`src/rtl/uart_pkg.sv`:
```
// Shared definitions for the UART slice: TX sequencer state encoding and the
// CTRL/STATS register bit positions used by the APB register block.
package uart_pkg;

    localparam int unsigned DEFAULT_DATA_W = 8;

    typedef enum logic [1:0] {
        StIdle     = 2'd0,
        StStart    = 2'd1,
        StWaitDone = 2'd2,
        StGap      = 2'd3
    } tx_state_e;

    localparam int unsigned CTRL_TX_EN_BIT   = 0;
    localparam int unsigned CTRL_RX_EN_BIT   = 1;
    localparam int unsigned CTRL_FLUSH_BIT   = 2;
    localparam int unsigned CTRL_OVF_CLR_BIT = 3;

    localparam int unsigned STATS_FULL_BIT   = 0;
    localparam int unsigned STATS_EMPTY_BIT  = 1;
    localparam int unsigned STATS_OVF_BIT    = 2;
    localparam int unsigned STATS_BUSY_BIT   = 3;

endpackage

```
`src/rtl/uart_sync_fifo.sv`:
```
// Byte FIFO with registered occupancy, full/empty flags and a sticky overflow
// flag; flush drops all queued entries and clears overflow.
module uart_sync_fifo #(
    parameter int unsigned DEPTH  = 16,
    parameter int unsigned DATA_W = 8,
    localparam int unsigned CNT_W = $clog2(DEPTH) + 1
) (
    input  logic              PCLK,
    input  logic              PRESETn,
    input  logic              wr_en,
    input  logic [DATA_W-1:0] wr_data,
    input  logic              rd_en,
    output logic [DATA_W-1:0] rd_data,
    input  logic              flush,
    input  logic              ovf_clr,
    output logic              full,
    output logic              empty,
    output logic [CNT_W-1:0]  count,
    output logic              overflow
);

    localparam int unsigned PTR_W = $clog2(DEPTH);

    logic [DATA_W-1:0] mem_q [DEPTH];
    logic [PTR_W-1:0]  wr_ptr_q, rd_ptr_q;
    logic [CNT_W-1:0]  count_q, count_d;
    logic              overflow_q, overflow_d;
    logic              push, pop, reject;

    assign full     = (count_q == CNT_W'(DEPTH));
    assign empty    = (count_q == '0);
    assign count    = count_q;
    assign overflow = overflow_q;
    assign rd_data  = mem_q[rd_ptr_q];

    // Full is judged on the registered count, so a same-cycle pop does not make room.
    always_comb begin
        push       = wr_en && !full && !flush;
        reject     = wr_en && full && !flush;
        pop        = rd_en && !empty;
        count_d    = count_q;
        overflow_d = overflow_q;
        case ({push, pop})
            2'b10:   count_d = count_q + CNT_W'(1);
            2'b01:   count_d = count_q - CNT_W'(1);
            default: count_d = count_q;
        endcase
        if (flush) begin
            count_d    = '0;
            overflow_d = 1'b0;
        end else if (reject) begin
            overflow_d = 1'b1;
        end else if (ovf_clr) begin
            overflow_d = 1'b0;
        end
    end

    always_ff @(posedge PCLK or negedge PRESETn) begin
        if (!PRESETn) begin
            wr_ptr_q   <= '0;
            rd_ptr_q   <= '0;
            count_q    <= '0;
            overflow_q <= 1'b0;
        end else begin
            count_q    <= count_d;
            overflow_q <= overflow_d;
            if (flush) begin
                wr_ptr_q <= '0;
                rd_ptr_q <= '0;
            end else begin
                if (push) wr_ptr_q <= wr_ptr_q + PTR_W'(1);
                if (pop)  rd_ptr_q <= rd_ptr_q + PTR_W'(1);
            end
        end
    end

    always_ff @(posedge PCLK or negedge PRESETn) begin
        if (!PRESETn) begin
            for (int i = 0; i < int'(DEPTH); i++) mem_q[i] <= '0;
        end else if (push) begin
            mem_q[wr_ptr_q] <= wr_data;
        end
    end

endmodule

```
`src/rtl/uart_tx_fifo.sv`:
```
// TX byte queue plus sequencer: pops one byte at a time and drives the TX core's
// data_in/tx_en handshake, pacing itself on the core's busy/done outputs.
module uart_tx_fifo
    import uart_pkg::*;
#(
    parameter int unsigned DEPTH  = 16,
    parameter int unsigned DATA_W = DEFAULT_DATA_W,
    localparam int unsigned CNT_W = $clog2(DEPTH) + 1
) (
    input  logic              PCLK,
    input  logic              PRESETn,
    input  logic              wr_en,
    input  logic [DATA_W-1:0] wr_data,
    input  logic              flush,
    input  logic              ovf_clr,
    output logic              full,
    output logic              empty,
    output logic [CNT_W-1:0]  count,
    output logic              overflow,
    output logic [DATA_W-1:0] tx_data,
    output logic              tx_en,
    input  logic              tx_busy,
    input  logic              tx_done,
    output logic              seq_active
);

    tx_state_e         state_q, state_d;
    logic [DATA_W-1:0] tx_data_q;
    logic              tx_en_q;
    logic              pop;
    logic [DATA_W-1:0] rd_data;

    uart_sync_fifo #(
        .DEPTH  (DEPTH),
        .DATA_W (DATA_W)
    ) u_fifo (
        .PCLK     (PCLK),
        .PRESETn  (PRESETn),
        .wr_en    (wr_en),
        .wr_data  (wr_data),
        .rd_en    (pop),
        .rd_data  (rd_data),
        .flush    (flush),
        .ovf_clr  (ovf_clr),
        .full     (full),
        .empty    (empty),
        .count    (count),
        .overflow (overflow)
    );

    always_comb begin
        state_d = state_q;
        pop     = 1'b0;
        case (state_q)
            StIdle: begin
                if (!empty && !tx_busy) begin
                    pop     = 1'b1;
                    state_d = StStart;
                end
            end
            StStart:    if (tx_busy) state_d = StWaitDone;
            StWaitDone: if (tx_done) state_d = StGap;
            StGap:      state_d = StIdle;
            default:    state_d = StIdle;
        endcase
    end

    // tx_en is registered from the next state so it drops as soon as busy is seen.
    always_ff @(posedge PCLK or negedge PRESETn) begin
        if (!PRESETn) begin
            state_q   <= StIdle;
            tx_en_q   <= 1'b0;
            tx_data_q <= '0;
        end else begin
            state_q <= state_d;
            tx_en_q <= (state_d == StStart);
            if (pop) tx_data_q <= rd_data;
        end
    end

    assign tx_data    = tx_data_q;
    assign tx_en      = tx_en_q;
    assign seq_active = (state_q != StIdle);

endmodule
```
`config.mk`:
```
export PLATFORM = sky130hd
export DESIGN_NAME = uart_tx_fifo
export DESIGN_NICKNAME = d
export VERILOG_FILES = /design/src/rtl/uart_pkg.sv /design/src/rtl/uart_sync_fifo.sv /design/src/rtl/uart_tx_fifo.sv
export SDC_FILE = /design/constraint.sdc
export NUM_CORES = 1
export LEC_CHECK = 0
export BUFFER_PORTS_ARGS = -buffer_cell sky130_fd_sc_hd__buf_2
export CAP_MARGIN = 15
export CORE_ASPECT_RATIO = 1.1
export CORE_MARGIN = 2
export CORE_UTILIZATION = 50
export DETAILED_ROUTE_END_ITERATION = 7
export PLACE_DENSITY = 0.75
export RECOVER_POWER = 50
export SLEW_MARGIN = 25
export SYNTH_ARGS = -nofsm -noshare
export SYNTH_HDL_FRONTEND = slang
export SYNTH_SLANG_ARGS = --single-unit
```
`constraint.sdc`:
```
create_clock -name PCLK -period 5.2 [get_ports PCLK]
set_input_delay 0.52 -clock PCLK [delete_from_list [all_inputs] [get_ports PCLK]]
set_output_delay 0.52 -clock PCLK [all_outputs]
set_load 0.005 [all_outputs]
```
==> run summary <==
Among the stages of the critical path, the cell type that occurs most often is a21oi_1. The final number of hold-violating endpoints came to 0. Global routing used 20.6% of the available tracks. The remaining routing DRC violations is 0. The number of resized instances in the post-cts repair step came out at 0. The net count after synthesis is 500. For this run, the detailed router's first-pass iteration total came to 4. The number of unique standard cell types used by synthesis came out at 42. The number of nets with antenna violations after detailed routing is 0. Setup repair after global routing left no endpoint under its margin. The number of global-route vias before repair is 4340. For this block, the routed nets add up to ~14 mm of wire. For the pin with the worst max-slew slack, the measured transition is 1.45 ns. Summing the areas of all compound-gate instances in the mapped netlist gives 3.43% of the synthesized area. The capturing element type of the critical path is a flop.

The top fanout value on the critical path came out at 23. The setup clock skew after layout is approximately 0.0075 ns. The final setup violation count is 0. Data on the critical path arrives at its endpoint at 3.44 ns.

The total overflow left after global routing is 0. The maximum number of pins on one net before global-route repair is slightly above 90. The post-detailed-route wirelength per cell came out at about 20 µm.

The net count reported at finish came out at ~530. The area of all sequential standard cells is roughly 3800 µm². The height of the die is 129 µm. Hold repair after CTS inserted 0 buffers. Cells with a size suffix above 1 make up between 40% and 50% of the layout.

The endpoint identified for the worst register-to-register timing path is u_fifo.count[4]. The number of buffers inserted to repair setup after CTS came out at 0. Summing the areas of all xor and xnor instances in the mapped netlist gives under 10% of the synthesized area. The time the worst path needs with I/O delays and setup came out at 3.10 ns. The worst path setup slack after routing came out at ~2.1 ns. The analysis attributes to cell leakage a power of ~3.8 nW.

The maximum achievable frequency came out at about 320 MHz. The number of buffers and inverters on the critical path came out at 1. The number of buffers added by the clock tree synthesis step came out at 17. Among all stages on the critical path, the largest delay is contributed by or4_1. The number of port buffers came out at 32. The width of the die is between 100 and 150 µm. In the synthesized netlist the async set-or-reset flop fraction comes to 100%. The number of levels the H-tree was split into came out at 4. The max-capacitance violation count came out at 0. Of the synthesized area, sequential elements account for between 50% and 60%.

The number of synthesized register bits is around 150. The post-DP HPWL came out at 9.41 mm. After synthesis, the largest family of logic cells by area is multiplexers. The initial utilization of the core area, before any placement, comes to approximately half.

Counting buffers and inverters, the worst setup path is 10 cells deep. The total of fill cells in the finished design came out at ~1.1k. The placer's final routability congestion estimate is approximately 0.84. The largest vdd supply drop is 0.000250 V.

The dominant synthesized flop cell is dfrtp_1. The power density over the cells is about 460 nW/µm². The via total after detailed routing came out at roughly 4k.

The gate count of the mapped netlist came out at between 400 and 500. The signal on the critical path passes through or4_1 > o21a_4 > o21ai_0 > inv_1 > ha_1 > nand2b_1 > a21oi_1 > nand3b_1 > o22a_1 > a21oi_1. Summed over all failing endpoints, the final setup total negative slack is 0 ns. The commonest cells after synthesis are dfrtp_1 (153), mux2_2 (136), mux4_2 (32), nor2_1 (18). The largest stage delay on the critical path is 0.66 ns. The post-synthesis to final-layout area growth is 13.4%.

The area of the die is ~15000 µm². The synthesized area per cell came out at about 15 µm². Counting flops with a built-in enable in the synthesized netlist gives 0. The pre-CTS setup slack is between 2 and 2.5 ns. Data on the critical path is required at its endpoint by approximately 5.5 ns. The mean number of vias per cell is 5.79.

STA classifies the critical path startpoint as a flop. The area share of the largest cell type after synthesis is 53.6%. The dominant cell type by area after synthesis is dfrtp_1.

The clock input transition at the sequential cells of the worst setup and hold paths is 0.06 ns. The number of core rows came out at 45. The number of antenna repair diodes is 0. The summed instance area of the synthesized netlist came out at 7150 µm².

The worst slew margin relative to its limit came out at approximately 3.2%. The yosys synthesis warning count came out at 0. The startpoint of the worst-slack reg-to-reg timing path is u_fifo.count[1]. The number of cell instances on the worst register-to-register path came out at 10. The fraction of the cycle the final worst path needs is 59.6%. The maximum buffer depth of the clock tree is 2.

The buffer type at the clock tree root is clkbuf_16. The multi-input combinational cell area came out at about 3200 µm². For the worst-skew pair, the clock arrives at the later sink with an insertion delay of roughly 0.42 ns. The path class of the tightest hold or removal check is primary input to async pin. In this design, the largest share of critical-path delay is due to compound AO/OA/AOI/OAI gates. The I/O pin count is 33. The flow ran to the end, and the final reports show no timing, DRC or antenna violations.

The floorplan core area came out at 13900 µm². The most repeated cell in the gate-level netlist after synthesis is dfrtp_1. The worst register-to-register path has a setup slack of 2.10 ns. The post-synthesis share of cell area spent on and, or, nand and nor gates came out at under 10%. The setup path with the least slack is of type flop to flop. Sorting the synthesized cells by area gives the leading types as dfrtp_1 (54%), mux2_2 (21%), mux4_2 (10%), nand3_2 (2.2%), ha_1 (1.4%). The adder and majority cell fraction of the synthesized area came out at under 10%. The initial antenna violation count came out at 0. The wire length of the first global-routing pass came out at 23.6 mm. TritonCTS built the clock tree. The detailed router's first-iteration violation count came out at 247.

The number of clock sinks is 153. The max-slew violation count is 0. The portion of netlist area occupied by mux cells came out at roughly a third.
[power breakdown]
group | total [mW] | internal, mW | switching (mW)
Clock | 1.40 | 0.922 | 0.475
Sequential | 1.54 | 1.38 | 0.164
Combinational | 0.794 | 0.417 | 0.377
Total | 3.73 | 2.72 | 1.02
[worst max-delay path by stage]
stage	start	endpoint
4_1_cts	u_fifo.count[1]	u_fifo.count[4]
6_report	u_fifo.count[1]	u_fifo.count[4]
5_1_grt	u_fifo.count[1]	u_fifo.count[4]
3_3_place_gp	tx_busy	u_fifo.count[4]
2_1_floorplan	u_fifo.count[1]	u_fifo.count[4]
3_5_place_dp	tx_busy	u_fifo.count[4]
[cell families (layout without fill, tap and decap cells)]
kind of cell / after synthesis / count (layout)
fa+ha+maj: 9 / 9
flops: 153 / 153
simple gates: 60 / 60
buf+inv: 34 / 73
xor+xnor: 9 / 9
mux: 173 / 173
compound gates: 38 / 38
[state kept, by name, indices dropped and copies added (netlist names)]
| name | flops |
|---|---|
| u_fifo.rd_ptr_q | 4 |
| u_fifo.count | 5 |
| u_fifo.wr_ptr_q | 4 |
| u_fifo.mem_q | 128 |
| tx_en | 1 |
| u_fifo.overflow | 1 |
| tx_data | 8 |
| state_q | 2 |
[cell type report]
type | instances | area share [%]
tap | 188 | 2.90
timing repair buffer | 36 | 2.25
clock inverter | 12 | 2.72
inverter | 6 | 0.278
clock buffer | 19 | 5.59
multi-input combinational | 289 | 39.0
sequential | 153 | 47.3
[worst reg2reg max path: stages (launching register included)]
cell and delay, ns:
dfrtp_1 0.42, or4_1 0.66, o21a_4 0.35, o21ai_0 0.18
inv_1 0.15, ha_1 0.36, nand2b_1 0.07, a21oi_1 0.32
nand3b_1 0.15, o22a_1 0.22, a21oi_1 0.14
[stage by stage]
step / hold slack [ns] / area (µm²) / cells / utilization (%) / power, mW
after floorplan: 0.224 / 7150 / 476 / - / 2.13
after global placement: 0.481 / 7450 / 672 / 53.6 / 2.33
after detailed placement: 0.487 / 7450 / 672 / 53.6 / 2.38
after CTS: 0.202 / 8120 / 703 / 58.4 / 3.78
after global routing: 0.243 / 8100 / 703 / 58.3 / 3.92
final: 0.169 / 8100 / 703 / 58.3 / 3.73
[metal layers]
| layer | vias to the layer above | wire length [µm] | GRT usage [%] |
|---|---|---|---|
| li1 | 1828 | - | - |
| met1 | 2138 | 6200 | 26.0 |
| met2 | 84 | 7440 | 35.2 |
| met3 | 21 | 518 | 4.97 |
| met4 | 0 | 252 | 7.51 |
| met5 | - | 0 | 0 |
[cell usage in the layout (no fill, tap or decap), drive strengths merged, types with 2 or more instances in the layout]
| cell type | netlist | final |
|---|---|---|
| and2 | 2 | 2 |
| ha | 8 | 8 |
| buf | 12 | 28 |
| or2 | 2 | 2 |
| nor3 | 3 | 3 |
| mux2 | 136 | 136 |
| mux4 | 32 | 32 |
| dfrtp | 153 | 153 |
| nor2 | 18 | 18 |
| nor3b | 2 | 2 |
| nand2 | 5 | 5 |
| xor2 | 5 | 5 |
| clkinv | 0 | 4 |
| a211oi | 2 | 2 |
| a21oi | 13 | 13 |
| xnor2 | 4 | 4 |
| mux2i | 5 | 5 |
| bufinv | 0 | 6 |
| clkbuf | 16 | 27 |
| nand3 | 17 | 17 |
| nand4 | 2 | 2 |
| inv | 6 | 7 |
| o22ai | 16 | 16 |
| nand2b | 3 | 3 |
(Power assumes the default switching activity.)
